<file path="config.mk">
export PLATFORM = sky130hd
export DESIGN_NAME = regfile_wb_arbiter
export DESIGN_NICKNAME = d
export VERILOG_FILES = /design/src/rtl/regfile_wb_arbiter.sv
export SDC_FILE = /design/constraint.sdc
export NUM_CORES = 1
export LEC_CHECK = 0
export BUFFER_PORTS_ARGS = -buffer_cell sky130_fd_sc_hd__buf_2
export CAP_MARGIN = 20
export CORE_ASPECT_RATIO = 1.4
export CORE_MARGIN = 4
export CORE_UTILIZATION = 29
export CTS_BUF_LIST = sky130_fd_sc_hd__clkbuf_8
export CTS_CLUSTER_SIZE = 12
export DETAILED_ROUTE_END_ITERATION = 8
export SYNTH_ARGS = -nofsm -noshare
export SYNTH_HDL_FRONTEND = slang
export SYNTH_SLANG_ARGS = --single-unit
</file>
<file path="constraint.sdc">
create_clock -name clk -period 3.65 [get_ports clk]
set_input_delay 0.1825 -clock clk [delete_from_list [all_inputs] [get_ports clk]]
set_output_delay 0.1825 -clock clk [all_outputs]
set_load 0.1 [all_outputs]
</file>
<file path="src/rtl/regfile_wb_arbiter.sv">
// Round-robin arbiter sharing the register file's single write port among
// NUM_REQ writeback requesters, with a registered write stage and pending-write mask.
module regfile_wb_arbiter #(
  parameter int NUM_REQ = 3,
  parameter int DATA_W  = 32,
  parameter int ADDR_W  = 5
) (
  input  logic                      clk,
  input  logic                      reset,
  input  logic                      hold,
  input  logic [NUM_REQ-1:0]        req_valid,
  input  logic [NUM_REQ*ADDR_W-1:0] req_rd,
  input  logic [NUM_REQ*DATA_W-1:0] req_data,
  output logic [NUM_REQ-1:0]        req_ready,
  output logic                      rf_write_enable,
  output logic [ADDR_W-1:0]         rf_rd,
  output logic [DATA_W-1:0]         rf_write_data,
  output logic [31:0]               pending_mask,
  output logic [2:0]                grant_idx
);

  localparam int PTR_W = $clog2(NUM_REQ);
  localparam logic [PTR_W:0] NUM_REQ_EXT = (PTR_W+1)'(NUM_REQ);

  logic [PTR_W-1:0]   rr_ptr_q, rr_ptr_d;
  logic               we_q, we_d;
  logic [ADDR_W-1:0]  rd_q, rd_d;
  logic [DATA_W-1:0]  data_q, data_d;
  logic [2:0]         gidx_q, gidx_d;

  logic [NUM_REQ-1:0] grant_s;
  logic               found_s;
  logic               accept_s;
  logic [ADDR_W-1:0]  win_rd_s;
  logic [DATA_W-1:0]  win_data_s;
  logic [2:0]         win_idx_s;
  logic [PTR_W-1:0]   win_next_s;
  logic [PTR_W:0]     sum_s;
  logic [PTR_W:0]     cand_s;

  // Round-robin search starting at rr_ptr; the wrap is explicit so non-power-of-two counts work.
  always_comb begin
    grant_s    = '0;
    found_s    = 1'b0;
    win_rd_s   = '0;
    win_data_s = '0;
    win_idx_s  = 3'd0;
    win_next_s = '0;
    sum_s      = '0;
    cand_s     = '0;
    for (int k = 0; k < NUM_REQ; k++) begin
      sum_s  = {1'b0, rr_ptr_q} + (PTR_W+1)'(k);
      cand_s = (sum_s >= NUM_REQ_EXT) ? (sum_s - NUM_REQ_EXT) : sum_s;
      for (int i = 0; i < NUM_REQ; i++) begin
        if (!found_s && req_valid[i] && (cand_s == (PTR_W+1)'(i))) begin
          found_s    = 1'b1;
          grant_s[i] = 1'b1;
          win_rd_s   = req_rd[i*ADDR_W +: ADDR_W];
          win_data_s = req_data[i*DATA_W +: DATA_W];
          win_idx_s  = 3'(i);
          win_next_s = (i == NUM_REQ-1) ? '0 : PTR_W'(i+1);
        end else begin
          grant_s[i] = grant_s[i];
        end
      end
    end
    if (hold || reset) begin
      grant_s = '0;
    end else begin
      grant_s = grant_s;
    end
  end

  assign req_ready = grant_s;
  assign accept_s  = |grant_s;

  // Output-stage next state; writes to x0 consume the grant but never strobe.
  always_comb begin
    rr_ptr_d = accept_s ? win_next_s : rr_ptr_q;
    we_d     = accept_s && (win_rd_s != '0);
    rd_d     = accept_s ? win_rd_s   : rd_q;
    data_d   = accept_s ? win_data_s : data_q;
    gidx_d   = accept_s ? win_idx_s  : gidx_q;
  end

  // Pointer and registered write-port state.
  always_ff @(posedge clk or posedge reset) begin
    if (reset) begin
      rr_ptr_q <= '0;
      we_q     <= 1'b0;
      rd_q     <= '0;
      data_q   <= '0;
      gidx_q   <= 3'd0;
    end else begin
      rr_ptr_q <= rr_ptr_d;
      we_q     <= we_d;
      rd_q     <= rd_d;
      data_q   <= data_d;
      gidx_q   <= gidx_d;
    end
  end

  // Pending-write mask covers both requested and in-flight writes; x0 never pends.
  always_comb begin
    pending_mask = 32'd0;
    for (int r = 1; r < 32; r++) begin
      for (int i = 0; i < NUM_REQ; i++) begin
        pending_mask[r] = pending_mask[r] |
          (req_valid[i] && (32'(req_rd[i*ADDR_W +: ADDR_W]) == 32'(r)));
      end
      pending_mask[r] = pending_mask[r] | (we_q && (32'(rd_q) == 32'(r)));
    end
  end

  assign rf_write_enable = we_q;
  assign rf_rd           = rd_q;
  assign rf_write_data   = data_q;
  assign grant_idx       = gidx_q;

endmodule

</file>
==> summary.md <==
| Metric | Value |
|---|---|
| Status | `complete, no violations` |
| Post-CTS setup buffer count | `0` |
| PD cells | `995 nW/µm²` |
| Final ANT Viol Nets | `0` |
| Crit end category | `primary output` |
| Pin count of the biggest net entering global routing | `58` |
| Setup WS post-layout | `688 ps` |
| Synthesized area | `3280 µm²` |
| Slew @ Worst Pin | `848 ps` |
| Drt wl/cell | `18.8 µm` |
| Seq/Total Area, Yosys | `31.3%` |
| Max Slew Vio Count | `0` |
| Maximum clock path buffer count | `2` |
| Clk root buf | `clkbuf_8` |
| Leak pwr | `2.09 nW` |
| Core Box Area | `10900 µm²` |
| Post-synth EDFFs | `0` |
| Most common cell after layout, fill and taps aside | `buf_2` |
| Via density per instance | `5.66` |
| Residual DRC | `0` |
| Initial Util | `30.0%` |
| Gp weighted congestion | `0.940` |
| Post-Syn Instances | `413` |
| TritonRoute pass-1 iters | `7` |
| Clock latency on the worst-skew pair | `290 ps` |
| Row count | `45` |
| Path depth of the worst reg2reg path | `7` |
| Hold/Removal Path Class | `in -> async` |
| Post-cts gate resize count | `0` |
| Max frequency | `0.338 GHz` |
| Initial antenna violation count | `0` |
| IO Port Bufs | `190` |
| Fillcell total | `1181` |
| YS warnings | `0` |
| Critical Path Start Type | `register` |
| Endpoints failing hold | `0` |
| Total negative slack | `0 ps` |
| Post-Route WL | `13500 µm` |
| Period minus WS final | `2960 ps` |
| CTS buffer count | `5` |
| HPWL Detailed | `10900 µm` |
| Cts hold-fix bufs | `0` |
| Layout cells sized above 1 | `36.5%` |
| Setup violators final | `0` |
| Ys async rst share | `100%` |
| Crit Path Category | `reg -> out` |
| RSZ-0062 raised after global routing | `false` |
| I/O Pins | `193` |
| Initial DRC Count | `459` |
| Slew Limit Headroom | `43.4%` |
| Skew final | `5.65 ps` |
| Seq cells post-synth | `41` |
| Aggregate global routing overflow | `0` |
| Vias | `4055` |
| CTS tree | `yes` |
| Worst endpoint data arrival time | `2780 ps` |
| Net total in the final layout | `694` |
| Layout Cells excl Fill | `716` |
| Peak VDD IR | `0.746 mV` |
| Die width | `97.8 µm` |
| CTS sink count | `41` |
| Max Cap Viol | `0` |
| Clock transition at path regs | `80 ps` |
| Area grow syn2layout | `32.2%` |
| First-pass GRT wire length | `20800 µm` |
| Yosys cell types | `49` |
| Final worst-path cycle share | `81.2%` |
| Vias in the first global route | `4072` |
| Req. time, crit path | `3470 ps` |
| CTS HTree Levels | `2` |
| Cells after DPL | `709` |
| Ant. Diodes | `0` |
| Post-synth top flop | `dfrtp_1` |
| Die ar. | `13100 µm²` |
| Die height | `134 µm` |
| Post-Place Setup Slack | `983 ps` |
| Commonest cells after routing, fill and taps aside | `buf_2 (190), nand2_1 (60), dfrtp_1 (41)` |
| Worst-path maximum fanout | `38` |
| Mean cell area of the mapped netlist | `7.93 µm²` |
| Total GRT Usage | `19.4%` |
final cells by class:
class	instances	area, µm²	area share, %
clock buffer	5	68.8	1.59
multi-input combinational	328	2020	46.7
sequential	41	1030	23.7
inverter	5	18.8	0.434
timing repair buffer	194	981	22.7
tap	141	176	4.08
clock inverter	2	35.0	0.809
per-stage QoR:
stage	power, mW	utilization, %	hold slack [ps]	cell area [µm²]
final	4.31	39.6	66.4	4330
after global routing	4.52	39.6	168	4330
after CTS	4.34	39.6	104	4330
after detailed placement	3.97	38.7	435	4230
after global placement	3.95	38.7	417	4230
after floorplan	3.43	-	367	3280
layer usage:
layer  vias to the layer above  track usage [%]  share of wire, %
li1                       1920                -                 -
met1                      1830             21.2                37
met2                       273             34.8                50
met3                        32             4.35               9.5
met4                         0             9.55               3.4
met5                         -                0                 0
worst max-delay path: stages (launching register included):
cell	delay, ps
dfrtp_1	410
inv_1	70
ha_1	320
mux2i_1	290
a31o_2	730
and2_1	240
buf_2	430
cell usage after synthesis (2+ instances only):
library cell / count / area [µm²]
o22ai_1: 6 / 37.5
o21ai_1: 6 / 30.0
a21oi_1: 16 / 80.1
clkbuf_1: 19 / 71.3
o221ai_1: 22 / 193
dfrtp_1: 41 / 1030
nand2_1: 60 / 225
buf_6: 3 / 33.8
o21a_1: 2 / 15.0
inv_1: 5 / 18.8
nand4_1: 3 / 18.8
nand2b_1: 12 / 75.1
a32oi_1: 5 / 43.8
a31oi_1: 2 / 12.5
nor3_1: 4 / 20.0
ha_1: 2 / 25.0
nand3_1: 12 / 60.1
buf_4: 7 / 52.6
o211ai_1: 5 / 37.5
a31o_2: 2 / 17.5
o21ai_0: 33 / 165
nor2_1: 35 / 131
clkbuf_2: 3 / 15.0
buf_2: 7 / 35.0
and2_1: 10 / 62.6
a221o_1: 3 / 30.0
a22oi_1: 8 / 60.1
a21o_1: 4 / 30.0
a222oi_1: 35 / 350
or2_2: 4 / 25.0
nor2b_1: 16 / 100
and3_1: 4 / 25.0
path summary, 6_finish.rpt:
check,endpoint,from,slack (ps)
max in group asynchronous,rf_rd[4],reset,3040
min in group clk,rf_write_data[28],req_data[28],170
worst max register to register,rf_write_enable,grant_idx[0],1050
worst max-delay path,req_ready[0],grant_idx[0],690
worst min register to register,rf_write_data[0],rf_write_data[0],480
worst min-delay path,rf_write_data[21],reset,70
cells by family (layout without fill, tap and decap cells):
group           count (synthesis)  after routing  synth area share [%]
other cells                     1              2                 0.114
flops                          41             41                  31.3
mux                             1              1                 0.306
buf+inv                        45            206                  7.03
simple gates                  164            164                  23.7
compound gates                159            159                  36.7
fa+ha+maj                       2              2                 0.764
registers in the layout, indices dropped and copies added (netlist names):
signal and cells:
grant_idx 2, rf_write_data 32, rf_rd 5, rr_ptr_q 1, rf_write_enable 1
where the power goes:
part / internal (mW) / total (mW) / switching [mW]
logic: 0.585 / 3.13 / 2.54
registers: 0.674 / 0.828 / 0.154
clock network: 0.199 / 0.353 / 0.154
No activity file was read; power rests on OpenSTA's default activity.
